$ cat src/rtl/io_port_bridge.sv
// Host-to-datapath port bridge: paced host writes onto dp_in, plus capture of
// every dp_out change into a FIFO that the host drains.
module io_port_bridge #(
  parameter int DEPTH = 8,
  parameter int HOLD  = 4
) (
  input  logic        CLK,
  input  logic        reset,
  input  logic [15:0] dp_out,
  output logic [15:0] dp_in,
  input  logic [15:0] host_in_data,
  input  logic        host_in_valid,
  output logic        host_in_ready,
  output logic [15:0] host_out_data,
  output logic        host_out_valid,
  input  logic        host_out_ready,
  output logic [4:0]  count,
  output logic        overflow
);

  localparam int AW = (DEPTH > 1) ? $clog2(DEPTH) : 1;
  localparam int HW = (HOLD > 1) ? $clog2(HOLD) : 1;
  localparam logic [HW-1:0] HOLD_LOAD = HW'(HOLD - 1);
  localparam logic [4:0]    FULL_CNT  = 5'(DEPTH);

  logic [15:0]   r_dp_in;
  logic [HW-1:0] r_hold;
  logic [15:0]   r_prev;
  logic [15:0]   r_mem [DEPTH];
  logic [AW-1:0] r_wptr;
  logic [AW-1:0] r_rptr;
  logic [4:0]    r_count;
  logic          r_overflow;

  logic w_in_ready;
  logic w_in_hs;
  logic w_change;
  logic w_pop;
  logic w_full;
  logic w_push_ok;
  logic w_drop;

  assign w_in_ready = (r_hold == HW'(0));
  assign w_in_hs    = host_in_valid && w_in_ready;
  assign w_change   = (dp_out != r_prev);
  assign w_pop      = (r_count != 5'd0) && host_out_ready;
  assign w_full     = (r_count == FULL_CNT);
  // A full FIFO still accepts a push when the head is popped on the same edge.
  assign w_push_ok  = w_change && (!w_full || w_pop);
  assign w_drop     = w_change && w_full && !w_pop;

  always_ff @(posedge CLK) begin
    if (!reset) begin
      r_dp_in <= 16'h0000;
      r_hold  <= HW'(0);
    end else if (w_in_hs) begin
      r_dp_in <= host_in_data;
      r_hold  <= HOLD_LOAD;
    end else if (r_hold != HW'(0)) begin
      r_hold  <= r_hold - HW'(1);
    end
  end

  always_ff @(posedge CLK) begin
    if (!reset) begin
      r_prev     <= 16'h0000;
      r_wptr     <= AW'(0);
      r_rptr     <= AW'(0);
      r_count    <= 5'd0;
      r_overflow <= 1'b0;
    end else begin
      r_prev <= dp_out;
      if (w_push_ok) begin
        r_wptr <= r_wptr + AW'(1);
      end
      if (w_pop) begin
        r_rptr <= r_rptr + AW'(1);
      end
      if (w_push_ok && !w_pop) begin
        r_count <= r_count + 5'd1;
      end else if (w_pop && !w_push_ok) begin
        r_count <= r_count - 5'd1;
      end
      if (w_drop) begin
        r_overflow <= 1'b1;
      end
    end
  end

  // Storage needs no reset: entries are only visible while counted.
  always_ff @(posedge CLK) begin
    if (reset && w_push_ok) begin
      r_mem[r_wptr] <= dp_out;
    end
  end

  assign dp_in          = r_dp_in;
  assign host_in_ready  = w_in_ready;
  assign host_out_valid = (r_count != 5'd0);
  assign host_out_data  = (r_count != 5'd0) ? r_mem[r_rptr] : 16'h0000;
  assign count          = r_count;
  assign overflow       = r_overflow;

endmodule

$ cat config.mk
export PLATFORM = sky130hd
export DESIGN_NAME = io_port_bridge
export DESIGN_NICKNAME = d
export VERILOG_FILES = /design/src/rtl/io_port_bridge.sv
export SDC_FILE = /design/constraint.sdc
export NUM_CORES = 1
export LEC_CHECK = 0
export ABC_AREA = 0
export CORE_MARGIN = 10
export CORE_UTILIZATION = 55
export DETAILED_ROUTE_END_ITERATION = 16
export PLACE_DENSITY = 0.77
export SLEW_MARGIN = 20
export SYNTH_ARGS = -nofsm -noshare
export SYNTH_HDL_FRONTEND = slang
export SYNTH_SLANG_ARGS = --single-unit
$ cat constraint.sdc
create_clock -name CLK -period 7.6 [get_ports CLK]
set_input_delay 1.14 -clock CLK [delete_from_list [all_inputs] [get_ports CLK]]
set_output_delay 1.14 -clock CLK [all_outputs]
set_load 0.05 [all_outputs]
==> metrics.md <==
| Metric | Value |
|---|---|
| Io pins | `76` |
| Cell with the largest stage delay on the worst path | `clkdlybuf4s50_1` |
| Clock Tree Buf Depth | `2` |
| Most frequent cells in the layout | `edfxtp_1, clkdlybuf4s50_1, dfxtp_1` |
| CP required | `just under 8 ns` |
| Hold buffers post-CTS | `0` |
| DRT Pass-1 Iters | `4` |
| Routability cong. | `0.761` |
| Total GRT Usage | `16.9%` |
| DP Area | `approximately 8000 sq um` |
| Area Overhead vs Synth | `24.0%` |
| Final Util | `70.2%` |
| Synth Area in Adders | `1.57%` |
| Largest family of logic cells by synthesized area | `multiplexers` |
| Layout cells sized above 1 | `15.9%` |
| CTS buffer count | `17` |
| # clock sinks | `about 180` |
| Via/cell ratio | `5.44` |
| CTS Root Cell | `clkbuf_16` |
| Crit path kind | `input port to flop` |
| Complex-gate fraction of the synthesized area | `2.19%` |
| FF-to-FF path depth | `13` |
| Initial DRC count | `between 200 and 250` |
| Worst Path Buf+Inv | `3` |
| HP Class | `flop to flop` |
| Max stage delay on crit path | `a little under 0.6 ns` |
| Worst hold slack | `around 0.46 ns` |
| Clk_skew | `between 0.007 and 0.008 ns` |
| Reg2reg end | `count[4]` |
| Synth cell types | `34` |
| Startpoint types | `input port` |
| Global route total overflow | `0` |
| Crit-path max FO | `10` |
| Post-Route WL | `14100 um` |
| Post-synthesis simple-gate area fraction | `7.75%` |
| Finished Cell Area | `8500 sq um` |
| I/O Buffers | `75` |
| Slew Limit Fails | `0` |
| Die width | `132 um` |
| Clock transition at the registers of the reported paths | `0.06 ns` |
| Vias | `3723` |
| Highest Clock Rate | `0.220 GHz` |
| Dpl cells | `653` |
| Synthesized area | `6860 sq um` |
| Cts repair resizes | `0` |
| Syn_nets | `467` |
| H-Tree Depth | `4` |
| Final Hold Viols | `0` |
| CP cell instances | `clkdlybuf4s50_1, xor2_1, nor4_1, nand4_1, nand2_1, inv_1, ha_1, inv_1, ha_1, a21o_1, a21oi_1, xnor2_1, or3_1, a21oi_1` |
| Mapped Cells | `423` |
| RR Startpoint | `r_prev[12]` |
| Clk_lat worst skew | `0.42 ns` |
| Arr. time, crit path | `4.89 ns` |
| Initial Utilization | `56.6%` |
| Setup bufs post-CTS | `0` |
| Proportion of synthesized area in mux cells | `13.6%` |
| Worst Setup EP | `count[4]` |
| Setup ws final | `3.05 ns` |
| Rows | `40` |
| Fin crit share | `59.9%` |
| Slew HR | `26.0%` |
| Post-synthesis sequential area ratio | `a little over two thirds` |
| Yosys reg bits | `roughly 180` |
| Worst Setup End Kind | `flop` |
| # diodes | `0` |
| Crit. path cell count | `14` |
| # setup viols final | `0` |
| Core area | `12100 sq um` |
| Maxcap violations | `0` |
| Delay-heaviest family, CP | `simple AND/OR/NAND/NOR gates` |
| Wirelength per Cell | `20.5 um` |
| RSZ-0062 raised after global routing | `no` |
| CP startpoint | `dp_out[12]` |
| Final total power | `around 3.1 mW` |
| CTS tree | `built` |
| Cell Pwr Density | `363 nW/um^2` |
| Worst VDD drop | `0.257 mV` |
| Vias in the first global route | `~4000` |
| Nets | `548` |
| Non-Filler Instances | `685` |
| Post-synthesis xor/xnor area fraction | `2.92%` |
| DRC | `0` |
| Initial antenna violation count | `0` |
| Yosys Warn Count | `0` |
| Worst Tran Pin Value | `approximately 1.1 ns` |
| Pin count of the biggest net entering global routing | `33` |
| Post-route ant nets | `0` |
| Syn_area_per_cell | `16.2 sq um` |
| Die area | `17300 sq um` |
| First-pass GRT wire length | `22700 um` |
| Minimum clock period | `about 4.6 ns` |
| Status | `finished, final reports clean` |
| Fill count | `between 800 and 900` |
| Total Neg Setup Slack | `0 ns` |
| Reg2reg setup slack | `approximately 4 ns` |
| Post-DP HPWL | `~8700 um` |
| Leak | `2.89 nW` |
| Commonest non-fill, non-tap cell in the layout | `edfxtp_1` |
| Die height | `132 um` |
| Pre-CTS setup slack | `2.71 ns` |
registers in the layout (all words and copies together), names as in the netlist, named ones only:
name and flops:
count 5, dp_in 16, overflow 1, r_hold 2, r_mem 128, r_prev 16
r_rptr 3, r_wptr 3
synth_stat cells (all sizes together):
library cell,n,share of area [%]
or4,1,0.16
xnor2,3,0.38
a21oi,23,1.7
xor2,19,2.5
nand2,40,2.3
a211oi,1,0.11
nand3b,1,0.11
mux2i,21,3.1
nor2,29,1.8
or3,1,0.091
dfxtp,49,14
nand3,3,0.22
and2,17,1.6
and3,1,0.091
nor3b,1,0.11
nor3,4,0.29
nor4,8,0.73
a21o,3,0.33
nand4,1,0.091
fa,1,0.29
nand2b,2,0.18
edfxtp,128,56
clkbuf,10,0.55
inv,7,0.42
buf,9,0.69
mux4,32,11
o21ai,1,0.073
ha,7,1.3
power by group:
part	switching (mW)	total, mW	internal, mW
Clock	0.352	0.931	0.579
Sequential	0.0636	1.18	1.12
Combinational	0.596	0.978	0.383
worst min-delay path by stage:
stage | end | slack, ns | depth (start not counted) | startpoint
3_3_place_gp | r_hold[0] | 0.44 | 2 | r_hold[0]
6_report | r_hold[0] | 0.46 | 2 | r_hold[0]
3_5_place_dp | dp_in[6] | 0.45 | 2 | dp_in[6]
4_1_cts | dp_in[6] | 0.46 | 2 | dp_in[6]
5_1_grt | dp_in[6] | 0.47 | 2 | dp_in[6]
2_1_floorplan | r_hold[0] | 0.43 | 2 | r_hold[0]
routing by layer:
metal	GRT usage, %	wire length, um	part of all wire [%]
met5	0	0	0
met4	5.32	129	0.92
met3	6.40	1110	7.9
met2	28.2	7310	52
met1	19.6	5510	39
kinds of logic after synthesis:
logic type / count (synthesis)
DFF: 177
and+or+nand+nor: 109
muxes: 53
AOI/OAI and AO/OA: 28
buffers and inverters: 26
xor gates and xnor gates: 22
adders and majority gates: 8
worst register-to-register path: stages, from the launching register on:
cell     delay [ns]
dfxtp_1        0.31
xor2_1         0.16
nor4_1         0.51
nand4_1        0.34
nand2_1        0.40
inv_1          0.09
ha_1           0.22
inv_1          0.14
ha_1           0.29
a21o_1         0.20
a21oi_1        0.19
xnor2_1        0.11
or3_1          0.31
a21oi_1        0.15
cell type report:
class | instances | area, sq um | area share, %
Timing Repair Buffer | 81 | 796 | 9.36
Tap cell | 168 | 210 | 2.47
Multi-Input combinational cell | 220 | 1990 | 23.4
Inverter | 7 | 28.8 | 0.338
Sequential cell | 177 | 4830 | 56.8
Clock buffer | 23 | 510 | 6.00
Clock inverter | 9 | 139 | 1.63
Note: power is estimated with default switching activity, not from simulation.
==> RTL edit 1: new RTL, same flow settings <==
Make the reset (`reset`) asynchronous in 2 clocked blocks.
--- a/src/rtl/io_port_bridge.sv
+++ b/src/rtl/io_port_bridge.sv
@@ -49,7 +49,7 @@
   assign w_push_ok  = w_change && (!w_full || w_pop);
   assign w_drop     = w_change && w_full && !w_pop;
 
-  always_ff @(posedge CLK) begin
+  always_ff @(posedge CLK or negedge reset) begin
     if (!reset) begin
       r_dp_in <= 16'h0000;
       r_hold  <= HW'(0);
@@ -61,7 +61,7 @@
     end
   end
 
-  always_ff @(posedge CLK) begin
+  always_ff @(posedge CLK or negedge reset) begin
     if (!reset) begin
       r_prev     <= 16'h0000;
       r_wptr     <= AW'(0);
Behaviour: differs if reset is asserted again (counterexample within 4 cycles, from zero or initial values and one cycle with reset low); with reset held inactive, the same outputs for 4 cycles.
==> RTL edit 1 against the original RTL <==
Sequential share of layout area up 2.9 points. Clock power down 13%. Global-route usage down 0.53 points. Die area down 0.40%. Design area down 1.5%. Power up 20%. Hold slack better by 8.7 ps. Sequential cell count down 3. Wire length down 4.1%. Worst setup slack better by 280 ps. Final cell count down 9.3%. Combinational power up 56%. Synthesized area down 0.47%.
==> RTL edit 1: results (changes against the original RTL) <==
Run status
  • Status: finished, final reports clean (unchanged)

Routing
  • Vias/cell: 5.535 (was 5.435)
  • WL final: 13.48 mm (was 14.05 mm)
  • Initial DRC count: 316 (was 223)

Critical path
  • Flop2flop setup slack: 4270 ps (was 4110 ps)
  • Crit path from: r_rptr[0] (was dp_out[12])
  • Reg2reg start: count[2] (was r_prev[12])
  • RR Endpoint: count[4] (unchanged)
  • Worst EP arrival: 3130 ps (was 4890 ps)
  • Critical path peak fanout: 22 (was 10)

Placement
  • Post-DP HPWL: 8.457 mm (was 8.741 mm)
  • Placer Congestion: 0.7016 (was 0.7611)

Timing
  • Worst Hold Slack: 465.9 ps (was 457.2 ps)
  • Measured slew at the worst slew-check pin: 1049 ps (was 1101 ps)
  • Worst Skew: 6.642 ps (was 7.447 ps)

Layout
  • Share of cells above drive strength 1: 22.74% (was 15.86%)
  • Fin nets: 484 (was 548)

Synthesis
  • Seq/Total Area, Yosys: 73.17% (was 70.34%)
  • Mapped Nets: 395 (was 467)
  • Post-synth top cells: edfxtp_1, dfrtp_1, mux4_2, nor2_1, mux2_2 (was edfxtp_1, dfxtp_1, nand2_1, mux4_2, nor2_1)
  • Post-synth ARST share: 26.44% (was 0%)
  • Synth area leaders: edfxtp_1, dfrtp_1, mux4_2 (was edfxtp_1, dfxtp_1, mux4_2)
  • Yosys cell types: 32 (was 34)

Global route
  • Largest net degree at the start of global routing: 52 (was 33)
  • Vias in the first global route: 3763 (was 4062)

Power and ir drop
  • Worst supply voltage drop on vdd: 0.2600 mV (was 0.2566 mV)
  • Lkg Pwr: 3.018 nW (was 2.890 nW)

Worst hold path
  • WHS Path Cells: 1 (was 2)
  • Worst Hold Path EP: overflow (was r_hold[0])
==> RTL edit 1: cell count changes in the layout (fill, tap and decap cells not counted), moves of 5 or more <==
cell / delta
mux2_2: +19
and2_1: -17
dfrtp_1: +44
a21oi_1: -20
nand2_1: -35
mux2i_1: -5
nor2_1: -6
dfxtp_1: -47
==> RTL edit 1: layout make-up <==
type	instances	area, um2
multi-input combinational	156	1760
tap	168	210.2
clock inverter	11	92.59
clock buffer	21	470.5
inverter	6	22.52
sequential	174	4997
fill	795	3687
timing repair buffer	85	820.8
==> RTL edit 1: critical path: stages, from the launching register on <==
cell and delay [ps]:
dfrtp_2 630, buf_4 490, mux4_2 560, mux2i_1 230, nor2_1 60, clkdlybuf4s50_1 730
==> RTL edit 1: metal layers <==
layer / up-vias / GRT usage, % / share of wire, %
li1: 1538 / - / -
met1: 1759 / 19.76 / 41
met2: 123 / 25.70 / 49
met3: 17 / 6.479 / 8.2
met4: 0 / 6.613 / 1.4
met5: - / 0 / 0
==> RTL edit 1: worst max-delay path by stage <==
stage,end,depth (start not counted)
floorplan,r_mem[1][0],5
global placement,count[4],14
detailed placement,count[4],14
CTS,host_out_data[13],5
global route,host_out_data[13],5
finish,host_out_data[13],5
==> RTL edit 1: logic make-up (layout without fill, tap and decap cells) <==
kind of cell,Yosys count,count (layout),synth area share [%]
buffers and inverters,21,123,1.686
multiplexers,68,68,16.26
AND/OR/NAND/NOR,47,47,3.391
XOR/XNOR,25,25,3.207
AO/OA/AOI/OAI,8,8,0.7147
adder cells (fa/ha/maj),8,8,1.576
flip-flops,174,174,73.17
==> RTL edit 1: per-stage QoR <==
step / std cells / util (%) / total power, mW / area [um2] / worst slack (ps)
4_1_cts: 621 / 69.43 / 3.761 / 8374 / 3196
2_1_floorplan: 351 / - / 2.436 / 6827 / 3698
5_1_grt: 621 / 69.43 / 3.895 / 8374 / 3055
3_3_place_gp: 589 / 64.69 / 2.910 / 7802 / 3250
3_5_place_dp: 589 / 64.76 / 2.944 / 7811 / 3172
6_report: 621 / 69.43 / 3.715 / 8374 / 3331
==> RTL edit 1: power by group through the flow <==
stage | combinational [mW] | sequential (mW) | clock (mW)
floorplan | 0.928 | 1.51 | 0
global placement | 1.53 | 1.38 | 0
detailed placement | 1.55 | 1.39 | 0
CTS | 1.56 | 1.38 | 0.826
global route | 1.63 | 1.40 | 0.864
finish | 1.53 | 1.37 | 0.811
==> RTL edit 2: new RTL, same flow settings <==
Without the edit above. Set the parameter `HOLD` to 8 (it was 4).
--- a/src/rtl/io_port_bridge.sv
+++ b/src/rtl/io_port_bridge.sv
@@ -2,7 +2,7 @@
 // every dp_out change into a FIFO that the host drains.
 module io_port_bridge #(
   parameter int DEPTH = 8,
-  parameter int HOLD  = 4
+  parameter int HOLD  = 8
 ) (
   input  logic        CLK,
   input  logic        reset,
Check against the original RTL: not equivalent (a bounded check fails within 10 cycles, from zero or initial values and one cycle with reset low).
==> RTL edit 2 against the original RTL <==
Worst setup slack improved by 210 ps. First-iteration DRC count up 35%. Final cell count grew 0.44%. Count of clock-buffer cells in the layout is the same. Design area shrank 0.66%. Utilization shrank 0.75 points. Power is 1.2% lower. Critical endpoint unchanged. Synthesized area rose by 0.93%. Sequential cell count rose by 1. Critical path depth unchanged. Synthesized cell count is 1.2% higher. Wire length is 2.2% lower.
==> RTL edit 2: results (changes against the original RTL) <==
Placement
  • Placer Congestion: 0.7497 (was 0.7611)
  • Placed inst area: 7909 um2 (was 7846 um2)
  • Post-DP HPWL: 8.503 mm (was 8.741 mm)

Worst hold path
  • Hold path startpoint: dp_in[8] (was r_hold[0])
  • Worst Hold Path EP: dp_in[8] (was r_hold[0])

Critical path
  • Flop2flop setup slack: 4310 ps (was 4110 ps)
  • Worst EP arrival: 4690 ps (was 4890 ps)
  • Reg2reg start: r_prev[14] (was r_prev[12])
  • R2R depth: 13 (unchanged)

Timing
  • Slew Limit Headroom: 30.90% (was 25.98%)
  • Worst Skew: 11.43 ps (was 7.447 ps)
  • Worst Hold Slack: 452.4 ps (was 457.2 ps)

Power and ir drop
  • Worst supply voltage drop on vdd: 0.2596 mV (was 0.2566 mV)
  • Lkg Pwr: 2.857 nW (was 2.890 nW)

Synthesis
  • Yosys cell types: 36 (was 34)
  • Post-synthesis compound-gate area fraction: 2.313% (was 2.189%)
  • Post-synth top cells: edfxtp_1, dfxtp_1, nand2_1, mux4_2, nor2_1 (unchanged)
  • Mapped Nets: 473 (was 467)
  • Post-synthesis mux area share: 13.59% (was 13.57%)
  • Synth Area in XOR/XNOR: 2.892% (was 2.919%)
  • Synth area leaders: edfxtp_1, dfxtp_1, mux4_2 (unchanged)
  • Seq/Total Area, Yosys: 69.98% (was 70.34%)
  • Post-synthesis adder-cell area fraction: 1.735% (was 1.569%)

Clock network
  • # H-tree levels: 4 (unchanged)
  • Clock transition at the registers of the reported paths: 60 ps (about the same)
  • Worst-Skew Late Latency: 420 ps (about the same)

Routing
  • Initial DRC count: 300 (was 223)
  • Via Count: 3712 (was 3723)
  • 1st-pass router iterations: 5 (was 4)
  • WL final: 13.75 mm (was 14.05 mm)

Global route
  • Global Route Usage Sum: 16.28% (was 16.86%)
  • Vias in the first global route: 4099 (was 4062)
  • First-pass GRT wire length: 22.09 mm (was 22.66 mm)
  • Initial antenna violation count: 0 (unchanged)

Layout
  • Fin nets: 554 (was 548)
  • Max reg flops: 128 (unchanged)
  • Antenna cells: 0 (unchanged)
  • Share of cells above drive strength 1: 15.00% (was 15.86%)

Run status
  • Status: finished, final reports clean (unchanged)
==> RTL edit 2: cell count changes in the layout (fill, tap and decap cells not counted), sizes merged <==
| cell | delta |
|---|---|
| clkinv | +3 |
| clkinvlp | +1 |
| nor2 | +1 |
| a21oi | -1 |
| inv | -4 |
| ha | +1 |
| mux2i | +1 |
| and2b | +1 |
| nand2 | -2 |
| dfxtp | +1 |
| bufinv | -2 |
| nor2b | +1 |
| a211oi | +2 |
==> RTL edit 2: worst max path at each step <==
stage / start / endpoint / slack, ps / depth (start not counted)
2_1_floorplan: dp_out[12] / r_mem[1][0] / 3890 / 5
3_3_place_gp: dp_out[8] / count[4] / 2990 / 14
3_5_place_dp: dp_out[8] / count[4] / 2820 / 14
4_1_cts: dp_out[8] / count[4] / 3250 / 14
5_1_grt: dp_out[8] / count[4] / 2970 / 14
6_report: dp_out[12] / count[4] / 3250 / 14
==> RTL edit 2: cell families after synthesis <==
family                   after synthesis
flip-flops                           178
AND/OR/NAND/NOR                      110
multiplexers                          54
AO/OA/AOI/OAI                         29
buffers and inverters                 26
XOR/XNOR                              22
adder cells (fa/ha/maj)                9
==> RTL edit 2: through the flow <==
step	setup slack [ps]	cells
2_1_floorplan	3887	428
3_3_place_gp	2990	658
3_5_place_dp	2822	658
4_1_cts	3248	688
5_1_grt	2968	688
6_report	3253	688
==> RTL edit 2: worst max-delay path, cell delays in order <==
cell and delay [ps]:
clkdlybuf4s50_1 570, xor2_1 220, nor4_1 420, nand4_1 300, nand2_1 360, inv_1 90
ha_1 220, inv_1 140, ha_1 290, a21o_1 170, a21oi_1 190, xnor2_1 100
or3_1 310, a21oi_1 130
==> RTL edit 2: area by class of cell <==
| type | count | area, um2 |
|---|---|---|
| flip-flops and latches | 178 | 4847 |
| fillers | 837 | 3714 |
| repair buffers | 81 | 795.8 |
| clock buffers | 23 | 478.0 |
| inverters | 7 | 28.78 |
| well taps | 168 | 210.2 |
| multi-input cells | 224 | 2027 |
| clock inverters | 7 | 61.31 |
==> RTL edit 2: power by group <==
group	total (mW)	internal (mW)	switching (mW)
Clock	0.796	0.470	0.326
Combinational	1.06	0.410	0.648
Sequential	1.20	1.13	0.0656
==> RTL edit 2: metal layers <==
layer  track usage [%]  vias to the layer above  wire (um)
met5                 0                        -          0
met4             4.034                        0        125
met3             7.431                       10       1068
met2             26.60                      101       6891
met1             19.16                     1841       5662
li1                  -                     1760          -
